==> config.mk <==
export PLATFORM = sky130hd
export DESIGN_NAME = pipe_referee
export DESIGN_NICKNAME = d
export VERILOG_FILES = /design/src/rtl/pipes_pkg.sv /design/src/rtl/pipe_lfsr.sv /design/src/rtl/pipe_referee.sv
export SDC_FILE = /design/constraint.sdc
export NUM_CORES = 1
export LEC_CHECK = 0
export BUFFER_PORTS_ARGS = -buffer_cell sky130_fd_sc_hd__buf_2
export CORE_ASPECT_RATIO = 1.75
export CORE_MARGIN = 5
export CORE_UTILIZATION = 59
export CTS_BUF_LIST = sky130_fd_sc_hd__clkbuf_8
export CTS_CLUSTER_SIZE = 14
export DETAILED_ROUTE_END_ITERATION = 16
export PLACE_DENSITY = 0.88
export REMOVE_ABC_BUFFERS = 1
export SLEW_MARGIN = 15
export SYNTH_ARGS = -nofsm -noshare
export SYNTH_HDL_FRONTEND = slang
export SYNTH_SLANG_ARGS = --single-unit
==> constraint.sdc <==
create_clock -name clk -period 3.1 [get_ports clk]
set_input_delay 0.93 -clock clk [delete_from_list [all_inputs] [get_ports clk]]
set_output_delay 0.93 -clock clk [all_outputs]
set_load 0.01 [all_outputs]
==> src/rtl/pipes_pkg.sv <==
// Shared playfield geometry and game state encoding for the pipes renderer and referee.
package pipes_pkg;

    localparam int unsigned SCREEN_W  = 640;  // pipe respawn X
    localparam int unsigned PIPE_W    = 90;
    localparam int unsigned CAP_H     = 33;
    localparam int unsigned GAP       = 150;  // top-pipe Y to bottom-pipe Y
    localparam int unsigned FLOOR_Y   = 428;
    localparam int unsigned BIRD_X    = 200;
    localparam int unsigned BIRD_W    = 34;
    localparam int unsigned BIRD_H    = 24;
    localparam int unsigned MIN_LONG  = 40;
    localparam int unsigned SPAN      = 199;  // legal PipesLong values: MIN_LONG .. MIN_LONG+SPAN-1
    localparam int unsigned LONG_INIT = 139;

    localparam logic [15:0] LFSR_SEED = 16'hACE1;

    typedef enum logic [1:0] {
        IDLE = 2'd0,
        RUN  = 2'd1,
        DEAD = 2'd2
    } state_e;

endpackage

==> src/rtl/pipe_lfsr.sv <==
// Free-running 16-bit Fibonacci LFSR (taps 16,14,13,11), reusable for random placements.
module pipe_lfsr
    import pipes_pkg::*;
#(
    parameter logic [15:0] SEED = LFSR_SEED
) (
    input  logic        clk,
    input  logic        Reset,
    output logic [15:0] Value
);

    logic [15:0] r_lfsr;
    logic        w_feedback;

    assign w_feedback = r_lfsr[15] ^ r_lfsr[13] ^ r_lfsr[12] ^ r_lfsr[10];
    assign Value      = r_lfsr;

    // Shift left every cycle, feedback enters at bit 0.
    always_ff @(posedge clk or posedge Reset) begin
        if (Reset) begin
            r_lfsr <= SEED;
        end else begin
            r_lfsr <= {r_lfsr[14:0], w_feedback};
        end
    end

endmodule

==> src/rtl/pipe_referee.sv <==
// Game-rule engine: gap generation, collision judging, BCD scoring and run/freeze status.
module pipe_referee #(
    parameter int unsigned SCREEN_W = pipes_pkg::SCREEN_W,
    parameter int unsigned PIPE_W   = pipes_pkg::PIPE_W,
    parameter int unsigned CAP_H    = pipes_pkg::CAP_H,
    parameter int unsigned GAP      = pipes_pkg::GAP,
    parameter int unsigned FLOOR_Y  = pipes_pkg::FLOOR_Y,
    parameter int unsigned BIRD_X   = pipes_pkg::BIRD_X,
    parameter int unsigned BIRD_W   = pipes_pkg::BIRD_W,
    parameter int unsigned BIRD_H   = pipes_pkg::BIRD_H,
    parameter int unsigned MIN_LONG = pipes_pkg::MIN_LONG,
    parameter int unsigned SPAN     = pipes_pkg::SPAN
) (
    input  logic        clk,
    input  logic        Reset,
    input  logic        Button,
    input  logic [15:0] PipesPosition,
    input  logic [15:0] BirdY,
    output logic [15:0] PipesLong,
    output logic        Status,
    output logic [7:0]  Score,
    output logic        DeathPulse
);

    // 17-bit geometry so that no sum below can wrap.
    localparam logic [16:0] L_PIPE_W  = 17'(PIPE_W);
    localparam logic [16:0] L_CAP_H   = 17'(CAP_H);
    localparam logic [16:0] L_GAP     = 17'(GAP);
    localparam logic [16:0] L_FLOOR_Y = 17'(FLOOR_Y);
    localparam logic [16:0] L_BIRD_X  = 17'(BIRD_X);
    localparam logic [16:0] L_BIRD_XR = 17'(BIRD_X + BIRD_W);
    localparam logic [16:0] L_BIRD_H  = 17'(BIRD_H);

    pipes_pkg::state_e r_state, w_state_next;

    logic [15:0] r_pipes_long;
    logic [15:0] r_pos_prev;
    logic        r_btn_prev;
    logic        r_passed, w_passed_next;
    logic [7:0]  r_score, w_score_next, w_score_inc;
    logic        r_status;
    logic        r_death;

    logic [15:0] w_lfsr;
    logic [7:0]  w_rnd, w_rnd_wrapped;
    logic [15:0] w_gap_cand;
    logic        w_unused_lfsr;
    logic        w_press, w_wrap;
    logic [16:0] w_pos, w_bird, w_long;
    logic        w_xhit, w_yhit, w_floor, w_collision, w_pass;

    pipe_lfsr #(
        .SEED (pipes_pkg::LFSR_SEED)
    ) u_lfsr (
        .clk   (clk),
        .Reset (Reset),
        .Value (w_lfsr)
    );

    // Only the low byte picks the gap; upper bits just keep the sequence long.
    assign w_rnd         = w_lfsr[7:0];
    assign w_unused_lfsr = ^w_lfsr[15:8];
    assign w_rnd_wrapped = (w_rnd < 8'(SPAN)) ? w_rnd : w_rnd - 8'(SPAN);
    assign w_gap_cand    = 16'(MIN_LONG) + {8'd0, w_rnd_wrapped};

    assign w_press = r_btn_prev & ~Button;
    assign w_wrap  = (PipesPosition == 16'(SCREEN_W)) && (r_pos_prev != 16'(SCREEN_W));

    assign w_pos  = {1'b0, PipesPosition};
    assign w_bird = {1'b0, BirdY};
    assign w_long = {1'b0, r_pipes_long};

    assign w_xhit      = (L_BIRD_XR >= w_pos) && (L_BIRD_X <= w_pos + L_PIPE_W);
    assign w_yhit      = (w_bird <= w_long + L_CAP_H) || (w_bird + L_BIRD_H >= w_long + L_GAP);
    assign w_floor     = (w_bird + L_BIRD_H >= L_FLOOR_Y);
    assign w_collision = (w_xhit && w_yhit) || w_floor;
    assign w_pass      = (w_pos + L_PIPE_W < L_BIRD_X) && !r_passed;

    // Saturating two-digit BCD increment.
    always_comb begin
        w_score_inc = r_score;
        if (r_score == 8'h99) begin
            w_score_inc = r_score;
        end else if (r_score[3:0] == 4'd9) begin
            w_score_inc = {r_score[7:4] + 4'd1, 4'd0};
        end else begin
            w_score_inc = {r_score[7:4], r_score[3:0] + 4'd1};
        end
    end

    // Next state, score and pass flag; collision takes priority over a pass.
    always_comb begin
        w_state_next  = r_state;
        w_score_next  = r_score;
        w_passed_next = r_passed;
        if (w_wrap) begin
            w_passed_next = 1'b0;
        end
        case (r_state)
            pipes_pkg::IDLE: begin
                if (w_press) begin
                    w_state_next = pipes_pkg::RUN;
                    w_score_next = 8'h00;
                end
            end
            pipes_pkg::RUN: begin
                if (w_collision) begin
                    w_state_next = pipes_pkg::DEAD;
                end else if (w_pass) begin
                    w_passed_next = 1'b1;
                    w_score_next  = w_score_inc;
                end
            end
            pipes_pkg::DEAD: begin
                if (w_press) begin
                    w_state_next = pipes_pkg::IDLE;
                end
            end
            default: w_state_next = pipes_pkg::IDLE;
        endcase
    end

    // State register.
    always_ff @(posedge clk or posedge Reset) begin
        if (Reset) begin
            r_state <= pipes_pkg::IDLE;
        end else begin
            r_state <= w_state_next;
        end
    end

    // Registered outputs, pass flag and edge-detect history.
    always_ff @(posedge clk or posedge Reset) begin
        if (Reset) begin
            r_pipes_long <= 16'(pipes_pkg::LONG_INIT);
            r_pos_prev   <= 16'(SCREEN_W);
            r_btn_prev   <= 1'b1;
            r_passed     <= 1'b0;
            r_score      <= 8'h00;
            r_status     <= 1'b1;
            r_death      <= 1'b0;
        end else begin
            if (w_wrap) begin
                r_pipes_long <= w_gap_cand;
            end
            r_pos_prev <= PipesPosition;
            r_btn_prev <= Button;
            r_passed   <= w_passed_next;
            r_score    <= w_score_next;
            r_status   <= (w_state_next != pipes_pkg::DEAD);
            r_death    <= (r_state == pipes_pkg::RUN) && w_collision;
        end
    end

    assign PipesLong  = r_pipes_long;
    assign Status     = r_status;
    assign Score      = r_score;
    assign DeathPulse = r_death;

endmodule
==> reports/metrics.cfg <==
[outcome]
outcome=finished clean

[clock_tree]
numCtsBuffers=5
cts_sinks=55
clockBufferDepth=2
htreeDepth=2
clk_pin_slew_ns=0.10
cts.root.buffer_cell=clkbuf_8
cts_setup_buffers=0
cts_tree=yes
clock_latency_ns=0.32

[setup_path]
crit_type=input pin to flip-flop
crit_slowest_cell=or4_1
worst-path-max-fanout=9
crit_family=compound AO/OA/AOI/OAI gates
crit_buf_inv=2
start_kind=input pin
cp_slowest_stage_delay_ns=0.51
critPathArrivalTime_ns=3.17
worstSetupEndpointType=flip-flop
path_cells=buf_2 -> ha_1 -> a21bo_1 -> a221oi_1 -> o311ai_1 -> a311oi_2 -> buf_4 -> nand4b_4 -> or4_1 -> nand3_1
cp.required_ns=3.36

[placement]
dpl_cell_area_um2=4170
port_buffers=53
dpl.hpwl_um=6560
place_congestion=0.879

[synth]
yosys.area_share.simple=0.196
synth.distinct_cells=64
yosys_warnings=0
synth_edf_count=0
synthFlopType=dfrtp_1
synth_common_cells=dfrtp_1, nand2_1, ha_1
synth_compound_area_frac=0.190
synth_top_family_by_area=simple AND/OR/NAND/NOR gates
yosys.area_share.adder=0.108
synth_top_area_frac=0.263
synthCells=390
synth_top_cell_by_area=dfrtp_1
syn_area_um2=3700
synth_most_common_cell=dfrtp_1
async_reset_ff_frac=1.00
syn-mean-instance-area_um2=9.50
synth_seq_cells=55
muxShareOfSynthArea=0.0111
synth-xor-area-share=0.0662
yosysSeqAreaShare=0.377
synth.top_cells.by_area=dfrtp_1, dfstp_2, ha_1, xnor2_1, nand2_1

[sta]
finalCriticalPeriod_ns=2.91
slew_headroom=0.572
tightestPinTransition_ns=0.643
rsz0062_at_grt=no
finalSetupViolations=0
slew_viol_final=0
hold_viol_final=0
fmax_ghz=0.343
clock_skew_ns=0.0127
final.period_utilization=0.939
tns_ns=0

[cells_and_area]
fin_util=0.689
design_area_um2=4260
final_nets=528
syn2layout_area_growth_pct=15.0
drive_above_1_share=0.247
diodes=0
n_fill_cell=485

[floorplanning]
dieArea_um2=8030
die_w_um=69.9
core-area_um2=6180
start_util=0.599
num_io_pins=61
die_h_um=115
rows=38

[routing]
dr.pass1.iters=4
drt_iter0_drc=180
drc_errors=0
wl_met2_um=4580
wl_per_cell_um=15.3
ant_nets=0
routed_via_density=5.95
wl_met1_um=3040
wl_met3_um=390
vias=3226
dr.max_layer_used=met4
finalWirelength_um=8280

[pwr]
p_leak_nw=1.98
finalPower_w=0.00139
cellPowerDensity_nw_per_um2=325
ir_drop_mv=0.278

[grt]
grtUsageTotal=0.217
grt_pass1_wl_um=14300
grt_overflow=0
grt_max_degree=56
antenna_found_initial=0
grt_pass1_vias=3232

[run]
maxCapViolCount=0

[worst_hold_path]
hp-class=flip-flop to flip-flop

==> report_power, final <==
group	total, W	leakage (nW)	internal [W]	switching [W]
clock network	0.000375	0.0505	0.000152	0.000222
registers	0.000760	0.676	0.000746	0.0000131
logic	0.000251	1.25	0.000106	0.000146
==> per-layer routing <==
layer / vias to the layer above / track usage
met5: - / 0
met4: 0 / 0.119
met3: 18 / 0.0350
met2: 96 / 0.406
met1: 1548 / 0.228
li1: 1564 / -
==> worst paths after layout <==
path | from | end | slack [ns] | cells past startpoint
hold / removal | u_lfsr.Value[9] | u_lfsr.Value[10] | 0.35 | 0
setup reg to reg | PipesLong[1] | r_state[1] | 0.21 | 13
setup / recovery | PipesPosition[1] | Score[7] | 0.19 | 10
max in group asynchronous | Reset | Score[4] | 1.89 | 3
min in group asynchronous | Reset | u_lfsr.Value[14] | 0.78 | 3
hold reg to reg | u_lfsr.Value[9] | u_lfsr.Value[10] | 0.35 | 0
==> state kept, by name, summed over array words and instances, names as in the netlist <==
register / cells
DeathPulse: 1
PipesLong: 9
Score: 8
Status: 1
r_btn_prev: 1
r_passed: 1
r_pos_prev: 16
r_state: 2
u_lfsr.Value: 16
==> worst register-to-register path, stage by stage (launching register included) <==
cell and delay, ns:
dfstp_2 0.60, ha_1 0.16, nand2_1 0.08, nor2_1 0.24, o21ai_0 0.17, xor2_1 0.19, ha_1 0.29, nand2_1 0.08
nor2_1 0.05, a31o_2 0.23, a21oi_1 0.12, o211ai_1 0.13, a31oi_1 0.29, o22ai_1 0.13
==> through the flow <==
stage	hold slack [ns]	setup slack, ns	std cells
floorplan	0.331	-0.00707	376
global placement	0.341	-0.0778	534
detailed placement	0.338	-0.133	534
CTS	0.366	0.185	542
global route	0.365	0.00461	542
finish	0.355	0.188	542
==> cells in the final DEF (no fill, tap or decap), drive strengths merged, types with 3 or more instances in the layout <==
cell	instances
o22ai	3
clkbuf	5
o211ai	7
a21oi	16
a21o	10
nor3b	5
inv	24
nor2	18
ha	32
nand3	16
dfstp	16
a211o	3
nor4	6
nor3	11
o21a	4
xnor2	15
dfrtp	39
and2	3
a31o	3
a211oi	3
o31a	4
conb	7
nor4bb	3
buf	78
xor2	13
o2111ai	3
nand2	34
nor4b	4
nand2b	3
mux2i	3
o31ai	3
nand4	10
o21ai	18
or3	4
a31oi	3
==> logic make-up (layout without fill, tap and decap cells) <==
| group | Yosys count | after routing |
|---|---|---|
| buf+inv | 42 | 108 |
| other cells | 1 | 7 |
| xor+xnor | 28 | 28 |
| flops | 55 | 55 |
| compound gates | 96 | 96 |
| mux | 4 | 4 |
| simple gates | 132 | 132 |
| fa+ha+maj | 32 | 32 |
==> what timing repair did <==
item | CTS | global route
hold buffers | 0 | 0
setup endpoints to repair | 0 | 1
gates resized for setup | 0 | 1
==> cell type report <==
| class | instances | area, um^2 | area share |
|---|---|---|---|
| Inverter | 22 | 82.6 | 0.0194 |
| Clock inverter | 3 | 12.5 | 0.00294 |
| Sequential cell | 55 | 1400 | 0.328 |
| Multi-Input combinational cell | 299 | 2150 | 0.504 |
| Timing Repair Buffer | 78 | 453 | 0.106 |
| Clock buffer | 5 | 68.8 | 0.0162 |
| Tap cell | 80 | 100 | 0.0235 |
No activity file was read; power rests on OpenSTA's default activity.
